<file path="config.mk">
export PLATFORM = sky130hd
export DESIGN_NAME = m68k_bus_initiator
export DESIGN_NICKNAME = d
export VERILOG_FILES = /design/src/rtl/m68k_bus_initiator_pkg.sv /design/src/rtl/m68k_bus_wait_timer.sv /design/src/rtl/m68k_bus_initiator.sv
export SDC_FILE = /design/constraint.sdc
export NUM_CORES = 1
export LEC_CHECK = 0
export ABC_AREA = 1
export ABC_CLOCK_PERIOD_IN_PS = 4900
export BUFFER_PORTS_ARGS = -buffer_cell sky130_fd_sc_hd__buf_2
export CAP_MARGIN = 5
export CORE_ASPECT_RATIO = 1.4
export CORE_UTILIZATION = 55
export CTS_BUF_LIST = sky130_fd_sc_hd__clkbuf_8
export DETAILED_ROUTE_END_ITERATION = 8
export HOLD_SLACK_MARGIN = 0.02
export PLACE_DENSITY = 0.93
export SYNTH_ARGS = -nofsm -noshare
export SYNTH_HDL_FRONTEND = slang
export SYNTH_SLANG_ARGS = --single-unit
</file>
<file path="constraint.sdc">
create_clock -name MCLK -period 4.9 [get_ports MCLK]
set_input_delay 0.245 -clock MCLK [delete_from_list [all_inputs] [get_ports MCLK]]
set_output_delay 0.245 -clock MCLK [all_outputs]
set_load 0.01 [all_outputs]
</file>
<file path="src/rtl/m68k_bus_initiator_pkg.sv">
// Shared types and constants for the 68000-style bus-cycle initiator.
package m68k_bus_initiator_pkg;

  localparam int unsigned ADDR_W = 23;
  localparam int unsigned DATA_W = 16;
  localparam int unsigned WAIT_W = 10;

  localparam logic STROBE_OFF = 1'b1;

  typedef enum logic [3:0] {
    ST_IDLE,
    ST_S0,
    ST_S1,
    ST_S2,
    ST_S3,
    ST_S4,
    ST_S5,
    ST_S6,
    ST_S7,
    ST_ABORT
  } state_e;

  typedef struct packed {
    logic              rw;
    logic [1:0]        be;
    logic [ADDR_W-1:0] addr;
    logic [DATA_W-1:0] wdata;
  } req_t;

endpackage

</file>
<file path="src/rtl/m68k_bus_wait_timer.sv">
// S4 wait-state counter: cleared at cycle start, saturating increment,
// last_o flags that the next stalled half-cycle reaches TIMEOUT.
module m68k_bus_wait_timer
  import m68k_bus_initiator_pkg::*;
#(
  parameter int unsigned TIMEOUT = 128
) (
  input  logic clk_i,
  input  logic rst_i,
  input  logic clr_i,
  input  logic inc_i,
  output logic last_o
);

  localparam logic [WAIT_W-1:0] LIMIT_M1  = WAIT_W'(TIMEOUT - 1);
  localparam logic [WAIT_W-1:0] COUNT_MAX = {WAIT_W{1'b1}};

  logic [WAIT_W-1:0] count_q, count_d;
  logic              last_q, last_d;

  always_comb begin
    count_d = count_q;
    if (clr_i) begin
      count_d = '0;
    end else if (inc_i && (count_q != COUNT_MAX)) begin
      count_d = count_q + WAIT_W'(1);
    end
    last_d = (count_d >= LIMIT_M1);
  end

  always_ff @(posedge clk_i or posedge rst_i) begin
    if (rst_i) begin
      count_q <= '0;
      last_q  <= 1'b0;
    end else begin
      count_q <= count_d;
      last_q  <= last_d;
    end
  end

  assign last_o = last_q;

endmodule

</file>
<file path="src/rtl/m68k_bus_initiator.sv">
// Requester side of the AS/UDS/LDS/RW/DTACK handshake: turns one host word
// request into an S0..S7 bus cycle with DTACK wait states and timeout abort.
module m68k_bus_initiator
  import m68k_bus_initiator_pkg::*;
#(
  parameter int unsigned TIMEOUT = 128
) (
  input  logic              MCLK,
  input  logic              RESET,
  input  logic              PH_e,
  input  logic              bus_en,
  input  logic              req,
  input  logic              req_rw,
  input  logic [ADDR_W-1:0] req_addr,
  input  logic [1:0]        req_be,
  input  logic [DATA_W-1:0] req_wdata,
  output logic              ack,
  output logic              berr,
  output logic [DATA_W-1:0] rdata,
  output logic              busy,
  output logic              AS_o,
  output logic              UDS_o,
  output logic              LDS_o,
  output logic              RW_o,
  output logic              strobe_dir,
  output logic [ADDR_W-1:0] VA_o,
  output logic              VA_d,
  output logic [DATA_W-1:0] VD_o,
  output logic              VD_d,
  input  logic [DATA_W-1:0] VD_i,
  input  logic              DTACK_i
);

  state_e state_q;
  req_t   req_q;
  logic   start_c;
  logic   stall_c;
  logic   wait_last;

  assign start_c = PH_e && (state_q == ST_IDLE) && req && bus_en && (req_be != 2'b00);
  assign stall_c = PH_e && (state_q == ST_S4) && DTACK_i;

  m68k_bus_wait_timer #(
    .TIMEOUT(TIMEOUT)
  ) u_wait_timer (
    .clk_i (MCLK),
    .rst_i (RESET),
    .clr_i (start_c),
    .inc_i (stall_c),
    .last_o(wait_last)
  );

  // Outputs change on the PH_e edge that enters (or leaves) the named state.
  always_ff @(posedge MCLK or posedge RESET) begin
    if (RESET) begin
      state_q    <= ST_IDLE;
      req_q      <= '0;
      ack        <= 1'b0;
      berr       <= 1'b0;
      rdata      <= '0;
      busy       <= 1'b0;
      AS_o       <= STROBE_OFF;
      UDS_o      <= STROBE_OFF;
      LDS_o      <= STROBE_OFF;
      RW_o       <= 1'b1;
      strobe_dir <= 1'b1;
      VA_o       <= '0;
      VA_d       <= 1'b1;
      VD_o       <= '0;
      VD_d       <= 1'b1;
    end else begin
      ack <= 1'b0;
      if (PH_e) begin
        case (state_q)
          ST_IDLE: begin
            if (start_c) begin
              req_q      <= '{rw: req_rw, be: req_be, addr: req_addr, wdata: req_wdata};
              busy       <= 1'b1;
              strobe_dir <= 1'b0;
              RW_o       <= req_rw;
              state_q    <= ST_S0;
            end
          end
          ST_S0: begin
            VA_d    <= 1'b0;
            VA_o    <= req_q.addr;
            state_q <= ST_S1;
          end
          ST_S1: begin
            AS_o <= 1'b0;
            if (req_q.rw) begin
              UDS_o <= ~req_q.be[1];
              LDS_o <= ~req_q.be[0];
            end
            state_q <= ST_S2;
          end
          ST_S2: begin
            if (!req_q.rw) begin
              VD_d <= 1'b0;
              VD_o <= req_q.wdata;
            end
            state_q <= ST_S3;
          end
          ST_S3: begin
            if (!req_q.rw) begin
              UDS_o <= ~req_q.be[1];
              LDS_o <= ~req_q.be[0];
            end
            state_q <= ST_S4;
          end
          ST_S4: begin
            if (!DTACK_i) begin
              state_q <= ST_S5;
            end else if (wait_last) begin
              AS_o       <= STROBE_OFF;
              UDS_o      <= STROBE_OFF;
              LDS_o      <= STROBE_OFF;
              RW_o       <= 1'b1;
              strobe_dir <= 1'b1;
              VA_d       <= 1'b1;
              VD_d       <= 1'b1;
              state_q    <= ST_ABORT;
            end
          end
          ST_S5: begin
            state_q <= ST_S6;
          end
          ST_S6: begin
            if (req_q.rw) begin
              rdata <= VD_i;
            end
            AS_o    <= STROBE_OFF;
            UDS_o   <= STROBE_OFF;
            LDS_o   <= STROBE_OFF;
            state_q <= ST_S7;
          end
          ST_S7: begin
            VD_d       <= 1'b1;
            VA_d       <= 1'b1;
            strobe_dir <= 1'b1;
            RW_o       <= 1'b1;
            ack        <= 1'b1;
            berr       <= 1'b0;
            busy       <= 1'b0;
            state_q    <= ST_IDLE;
          end
          ST_ABORT: begin
            ack     <= 1'b1;
            berr    <= 1'b1;
            busy    <= 1'b0;
            state_q <= ST_IDLE;
          end
          default: begin
            state_q <= ST_IDLE;
          end
        endcase
      end
    end
  end

endmodule

</file>
# ---- After elaboration in Yosys (flattened, before gate mapping)
# Cells that the tools add are included.
dict set report word_totals {
  n_memories 0
  ram_bits 0
  latch_bits 0
  inputBits 64
  ff_bits 122
  out_inout_bits 65
  rom_bits 0
}
dict set report classes {
  mul 0
  reduce_logical 29
  n_mux 27
  add_sub_neg 1
  eq_ne 17
  shifts 0
  n_lt_le_gt_ge 1
  bitwise 3
  div 0
}
# cell count
set ops {}
lappend ops {{4-bit one-hot mux with 8 select lines} 1}
lappend ops {{10-bit 2-to-1 mux} 2}
lappend ops {{4-bit by 3-bit equality test with 1-bit output (second input constant)} 4}
lappend ops {{1-bit one-hot mux with 3 select lines} 5}
lappend ops {{3-bit AND reduction} 5}
lappend ops {{1-bit 2-to-1 mux} 12}
lappend ops {{4-bit 2-to-1 mux} 3}
lappend ops {{3-bit nonzero test} 4}
lappend ops {{10-bit by 1-bit adder with 10-bit output (second input constant)} 1}
lappend ops {{10-bit by 7-bit >= comparator with 1-bit output (second input constant)} 1}
lappend ops {{10-bit != test (second input constant)} 1}
lappend ops {{2-bit != test (second input constant)} 5}
lappend ops {{5-bit AND reduction} 2}
lappend ops {{4-bit by 2-bit equality test with 1-bit output (second input constant)} 2}
lappend ops {{4-bit equality test (second input constant)} 2}
lappend ops {{1-bit one-hot mux with 4 select lines} 2}
lappend ops {{4-bit AND reduction} 2}
lappend ops {{1-bit logical AND} 7}
lappend ops {{6-bit AND reduction} 1}
lappend ops {{2-bit nonzero test} 3}
lappend ops {{4-bit by 1-bit equality test with 1-bit output (second input constant)} 1}
lappend ops {{4-bit zero test} 1}
lappend ops {{1-bit one-hot mux with 2 select lines} 2}
lappend ops {{2-bit AND reduction} 2}
lappend ops {{5 further kinds} 7}

# ---- Logic depth before layout (Yosys ltp)
dict set report depth {
  word_depth 7
  ltp_mapped 13
  ltp_nobuf 13
}

# ---- By module
# A second synthesis with hierarchy kept.
dict set report hier_totals {
  hier_cells 599
  hier_area_um2 5187.5
}
# mod cells_per_inst seq_area_each_um2 n_inst area_per_inst_um2
set modules_own_cells {}
lappend modules_own_cells {m68k_bus_initiator 493 2786.4 1 4450.5}
lappend modules_own_cells {m68k_bus_wait_timer 106 275.3 1 737.0}

# ---- Worst setup path before layout
# OpenSTA, ideal clock, no wires.
dict set report synth_timing {
  path_type {reg2reg}
  startpoint {register u_wait_timer.count_q[0]}
  endpoint {register u_wait_timer.last_q (netlist: u_wait_timer.last_o)}
  path_stages_with_launch 13
  setup_slack_ns 3.265
  t_arrival_ns 1.517
  period_less_slack_ns 1.635
  path_buffers 0
  cell_sequence {dfrtp_1 -> ha_1 -> nand2_1 -> nor2_1 -> nand3_1 -> nand2_2 -> nand2_1 -> nand2_1 -> nand2_1 -> nand2_1 -> nor2_1 -> nand2_1 -> nand2_1}
}
dict set report synth_between {
  elab_chain_cells 5
}
# element line_no
set synth_lines {}
lappend synth_lines {{start: declaration} m68k_bus_wait_timer.sv:18} ;# logic [WAIT_W-1:0] count_q, count_d;
lappend synth_lines {{start signal: assignment} m68k_bus_wait_timer.sv:36} ;# count_q <= count_d;
lappend synth_lines {{parallel branches: the longest is 2 deep, another holds 10-bit by 1-bit adder with 10-bit output} n/a}
lappend synth_lines {{10-bit 2-to-1 mux *} m68k_bus_wait_timer.sv:25} ;# end else if (inc_i && (count_q != COUNT_MAX)) begin
lappend synth_lines {{10-bit 2-to-1 mux *} m68k_bus_wait_timer.sv:23} ;# if (clr_i) begin
lappend synth_lines {{10-bit by 7-bit >= comparator with 1-bit output *} m68k_bus_wait_timer.sv:28} ;# last_d = (count_d >= LIMIT_M1);
lappend synth_lines {{named net u_wait_timer.last_d} m68k_bus_wait_timer.sv:19} ;# logic last_q, last_d;
lappend synth_lines {{end signal: assignment} m68k_bus_wait_timer.sv:37} ;# last_q <= last_d;
lappend synth_lines {{end: declaration} m68k_bus_wait_timer.sv:19}
# Mark *: on every way through the listed nets, which the timed path passes.
# A chain may end at the register's enable or synchronous reset.

# ---- Worst setup path in the final report
dict set report layout_timing {
  startpoint {register state_q[3]}
  endpoint {register u_wait_timer.last_q (netlist: u_wait_timer.last_o)}
}
dict set report layout_between {
  elab_chain_cells 7
}
# element line_no
set layout_lines {}
lappend layout_lines {{start: declaration} m68k_bus_initiator.sv:34} ;# state_e state_q;
lappend layout_lines {{start signal: assignment} m68k_bus_initiator.sv:56} ;# state_q <= ST_IDLE;
lappend layout_lines {{start signal: assignment} m68k_bus_initiator.sv:81} ;# state_q <= ST_S0;
lappend layout_lines {{start signal: assignment} m68k_bus_initiator.sv:87} ;# state_q <= ST_S1;
lappend layout_lines {{4-bit by 3-bit equality test with 1-bit output / 4-bit zero test (equally long branches)} {m68k_bus_initiator.sv:41, m68k_bus_initiator.sv:40}}
lappend layout_lines {{1-bit logical AND, on equally long branches (2 in a row)} {m68k_bus_initiator.sv:41, m68k_bus_initiator.sv:40}}
lappend layout_lines {{1-bit logical AND, on equally long branches} {m68k_bus_wait_timer.sv:25, m68k_bus_initiator.sv:40}}
lappend layout_lines {{10-bit 2-to-1 mux / 1-bit logical AND (equally long branches)} {m68k_bus_wait_timer.sv:25, m68k_bus_initiator.sv:40}}
lappend layout_lines {{10-bit 2-to-1 mux *} m68k_bus_wait_timer.sv:23}
lappend layout_lines {{named net u_wait_timer.count_d[4]} m68k_bus_wait_timer.sv:18}
lappend layout_lines {{10-bit by 7-bit >= comparator with 1-bit output *} m68k_bus_wait_timer.sv:28}
lappend layout_lines {{named net u_wait_timer.last_d} m68k_bus_wait_timer.sv:19}
# Mark *: on every way through the listed nets, which the timed path passes. The rest lies on a longest branch.

==> metrics.csv <==
stage,metric,value,unit
drt,total wire length,11.6,mm
final_layout,synthesis-to-layout area growth,24.0,%
drt,vias,4289,
global_routing,GRT met2 Usage,44.2,%
place,DP HPWL,8.03,mm
critical_path,RR Endpoint,u_wait_timer.last_o,
yosys,Ys Warns,0,
drt,DRC errors left,0,
place,gpl congestion,0.924,
sta,final hold viol count,0,
floorplan,core area,0.00898,mm²
critical_path,Critical Path RT,5.20,ns
final_layout,Nets,784,
sta,minimum clock period,2.23,ns
drt,DRT antenna net count,0,
clocking,# H-tree levels,4,
yosys,Main synth FF type,dfrtp_1,
power,P_leak,3.43,nW
floorplan,DIE AREA,0.00961,mm²
floorplan,Initial Util,56.5,%
critical_path,RR Startpoint,state_q[3],
global_routing,met3 usage,6.13,%
sta,Worst Max-Slew Pin Slew,1.02,ns
critical_path,worst endpoint data arrival time,2.53,ns
final_layout,area occupied by registers,0.00306,mm²
sta,FMAX,449,MHz
global_routing,Congestion Overflow GR,0,
floorplan,chip width,83.2,µm
clocking,Worst-path clk slew,0.07,ns
floorplan,Die Y,116,µm
drt,wire per inst,13.8,µm
global_routing,maximum number of pins on one net before global-route repair,72,
global_routing,grt met1 use,29.4,%
sta,Final period util,45.5,%
sta,Max Slew Vio Count,0,
final_layout,fillcell total,664,
sta,clock skew,0.00574,ns
clocking,Clock Tree Buf Depth,2,
yosys,ys async rst share,100,%
floorplan,IO Count,129,
yosys,Yosys reg bits,122,
final_layout,diode count,0,
critical_path,Startpoint Class,flip-flop,
place,PortBufs,128,
yosys,"Seq/Total Area, Yosys",60.4,%
critical_path,path depth of the worst reg2reg path,10,
critical_path,crit end category,flip-flop,
clocking,CTS tree,done,
yosys,cells after synthesis,570,
yosys,Mapped Nets,635,
sta,RSZ-0062 raised after global routing,no,
sta,# setup viols final,0,
power,Worst IR Drop VDD,0.000356,V
clocking,CTS Root Cell,clkbuf_8,
final_layout,Multi-input gate area,0.00172,mm²
yosys,post-synthesis cell type count,27,
power,pwr dens,601,mW/mm²
sta,WHS,0.000443,ns
global_routing,initial antenna violation count,0,
drt,vias per inst,5.12,
critical_path,R2R Setup Slk,2.67,ns
global_routing,vias in the first global route,4229,
clocking,Worst-Skew Late Latency,0.41,ns
yosys,number of flops mapped to enable cells by yosys,0,
global_routing,grt peak-use layer,met2,
sta,setup_tns,0,ns
drt,drt pass-1 iters,5,
clocking,clock sink total,122,
yosys,synthesized cell area,0.00507,mm²
sta,Slew Limit Headroom,32.2,%
final_layout,ratio of cells with drive above 1 in the final layout,26.4,%
clocking,total CTS buffers,17,
floorplan,row count,41,
yosys,Mean Syn Cell Area,8.90,µm²
run,MaxCap Viol Count,0,
critical_path,Worst Setup SP,state_q[3],
status,status,completed,
critical_path,Worst Path Max Fanout,69,
drt,DRT iter0 DRCs,271,
critical_path,Crit Path Class,flip-flop to flip-flop,
global_routing,GRT Total Usage,25.5,%
global_routing,first-pass GRT wire length,19.1,mm
hold_path,Worst Hold Class,input port to async pin,
-- Yosys cell counts (2+ instances only) --
| library cell | number | area, µm² |
|---|---|---|
| nand2_2 | 2 | 12.5 |
| dfrtp_1 | 115 | 2880 |
| o21ai_0 | 60 | 300 |
| nor2_1 | 33 | 124 |
| nor2_2 | 2 | 12.5 |
| clkbuf_1 | 10 | 37.5 |
| a21oi_1 | 7 | 35.0 |
| nor2_4 | 3 | 33.8 |
| dfstp_2 | 7 | 184 |
| mux2_2 | 16 | 180 |
| buf_2 | 6 | 30.0 |
| nor3_1 | 5 | 25.0 |
| nand2_1 | 224 | 841 |
| inv_1 | 51 | 191 |
| nand3_1 | 15 | 75.1 |
| a31oi_1 | 2 | 12.5 |
| nand4_1 | 2 | 12.5 |
-- per-stage QoR --
| stage | instances | util (%) | setup slack, ns | cell area [µm²] | power (mW) |
|---|---|---|---|---|---|
| 4_1_cts | 836 | 69.9 | 2.67 | 6280 | 3.80 |
| 6_report | 837 | 70.0 | 2.67 | 6290 | 3.78 |
| 3_5_place_dp | 790 | 64.4 | 2.68 | 5780 | 3.04 |
| 5_1_grt | 837 | 70.0 | 2.41 | 6290 | 4.08 |
| 3_3_place_gp | 790 | 64.4 | 2.80 | 5780 | 2.95 |
| 2_1_floorplan | 570 | - | 1.42 | 5070 | 2.52 |
-- cell usage in the layout (no fill, tap or decap), types with 3 or more instances in the layout --
cell type      count
buf_4              3
nor3_1             5
nor2_1            33
nor2_4             3
inv_1             52
dfrtp_1          115
dlygate4sd3_1     17
a21oi_1            7
mux2_2            16
dfstp_2            7
buf_2            128
clkinv_2           4
nand2_1          224
o21ai_0           60
nand3_1           15
clkbuf_8          20
-- layer usage --
layer	part of all wire [%]	wire length, µm
met4	2.9	341
met3	5.2	601
met1	39	4510
met2	53	6130
met5	0	0
-- final cells by class --
class,instances,area share (%)
sequential,122,48.7
multi-input combinational,377,27.4
timing repair buffer,148,13.3
clock buffer,20,4.38
inverter,53,3.20
tap,107,2.13
clock inverter,10,0.896
-- registers in the layout, summed over array words and instances, names as in the netlist, 4 cells and up --
name                  count
req_q                    42
VA_o                     23
VD_o                     16
rdata                    16
u_wait_timer.count_q     10
state_q                   4
-- report_power, final --
group / leakage, nW / internal, mW / switching, mW
Combinational: 1.73 / 0.506 / 0.755
Clock: 0.184 / 0.376 / 0.360
Sequential: 1.52 / 1.51 / 0.278
-- kinds of logic after synthesis --
family | after synthesis | synth area share [%]
simple gates | 288 | 22.8
fa+ha+maj | 1 | 0.247
compound gates | 71 | 7.18
buf+inv | 71 | 5.63
xor+xnor | 1 | 0.173
flops | 122 | 60.4
mux | 16 | 3.55
-- worst max-delay path by stage --
stage	to
floorplan	VA_o[0]
global placement	u_wait_timer.last_o
detailed placement	u_wait_timer.last_o
CTS	u_wait_timer.last_o
global route	u_wait_timer.last_o
finish	u_wait_timer.last_o
-- worst max-delay path: stages, from the launching register on --
cell     delay [ns]
dfrtp_1        0.42
nor2_1         0.20
nand2_1        0.10
nor2_1         0.13
nand2_1        0.09
inv_2          0.72
nor2_1         0.17
nand2_1        0.12
nor2_1         0.04
nand2_1        0.04
nand2_1        0.04
-- repair_timing --
item                                   in CTS  in global routing
endpoints found under the hold margin      16                  1
setup buffers                               0                  0
hold buffers                               16                  1
resized for setup                           0                  0
Power figures use the tool's default switching activity.
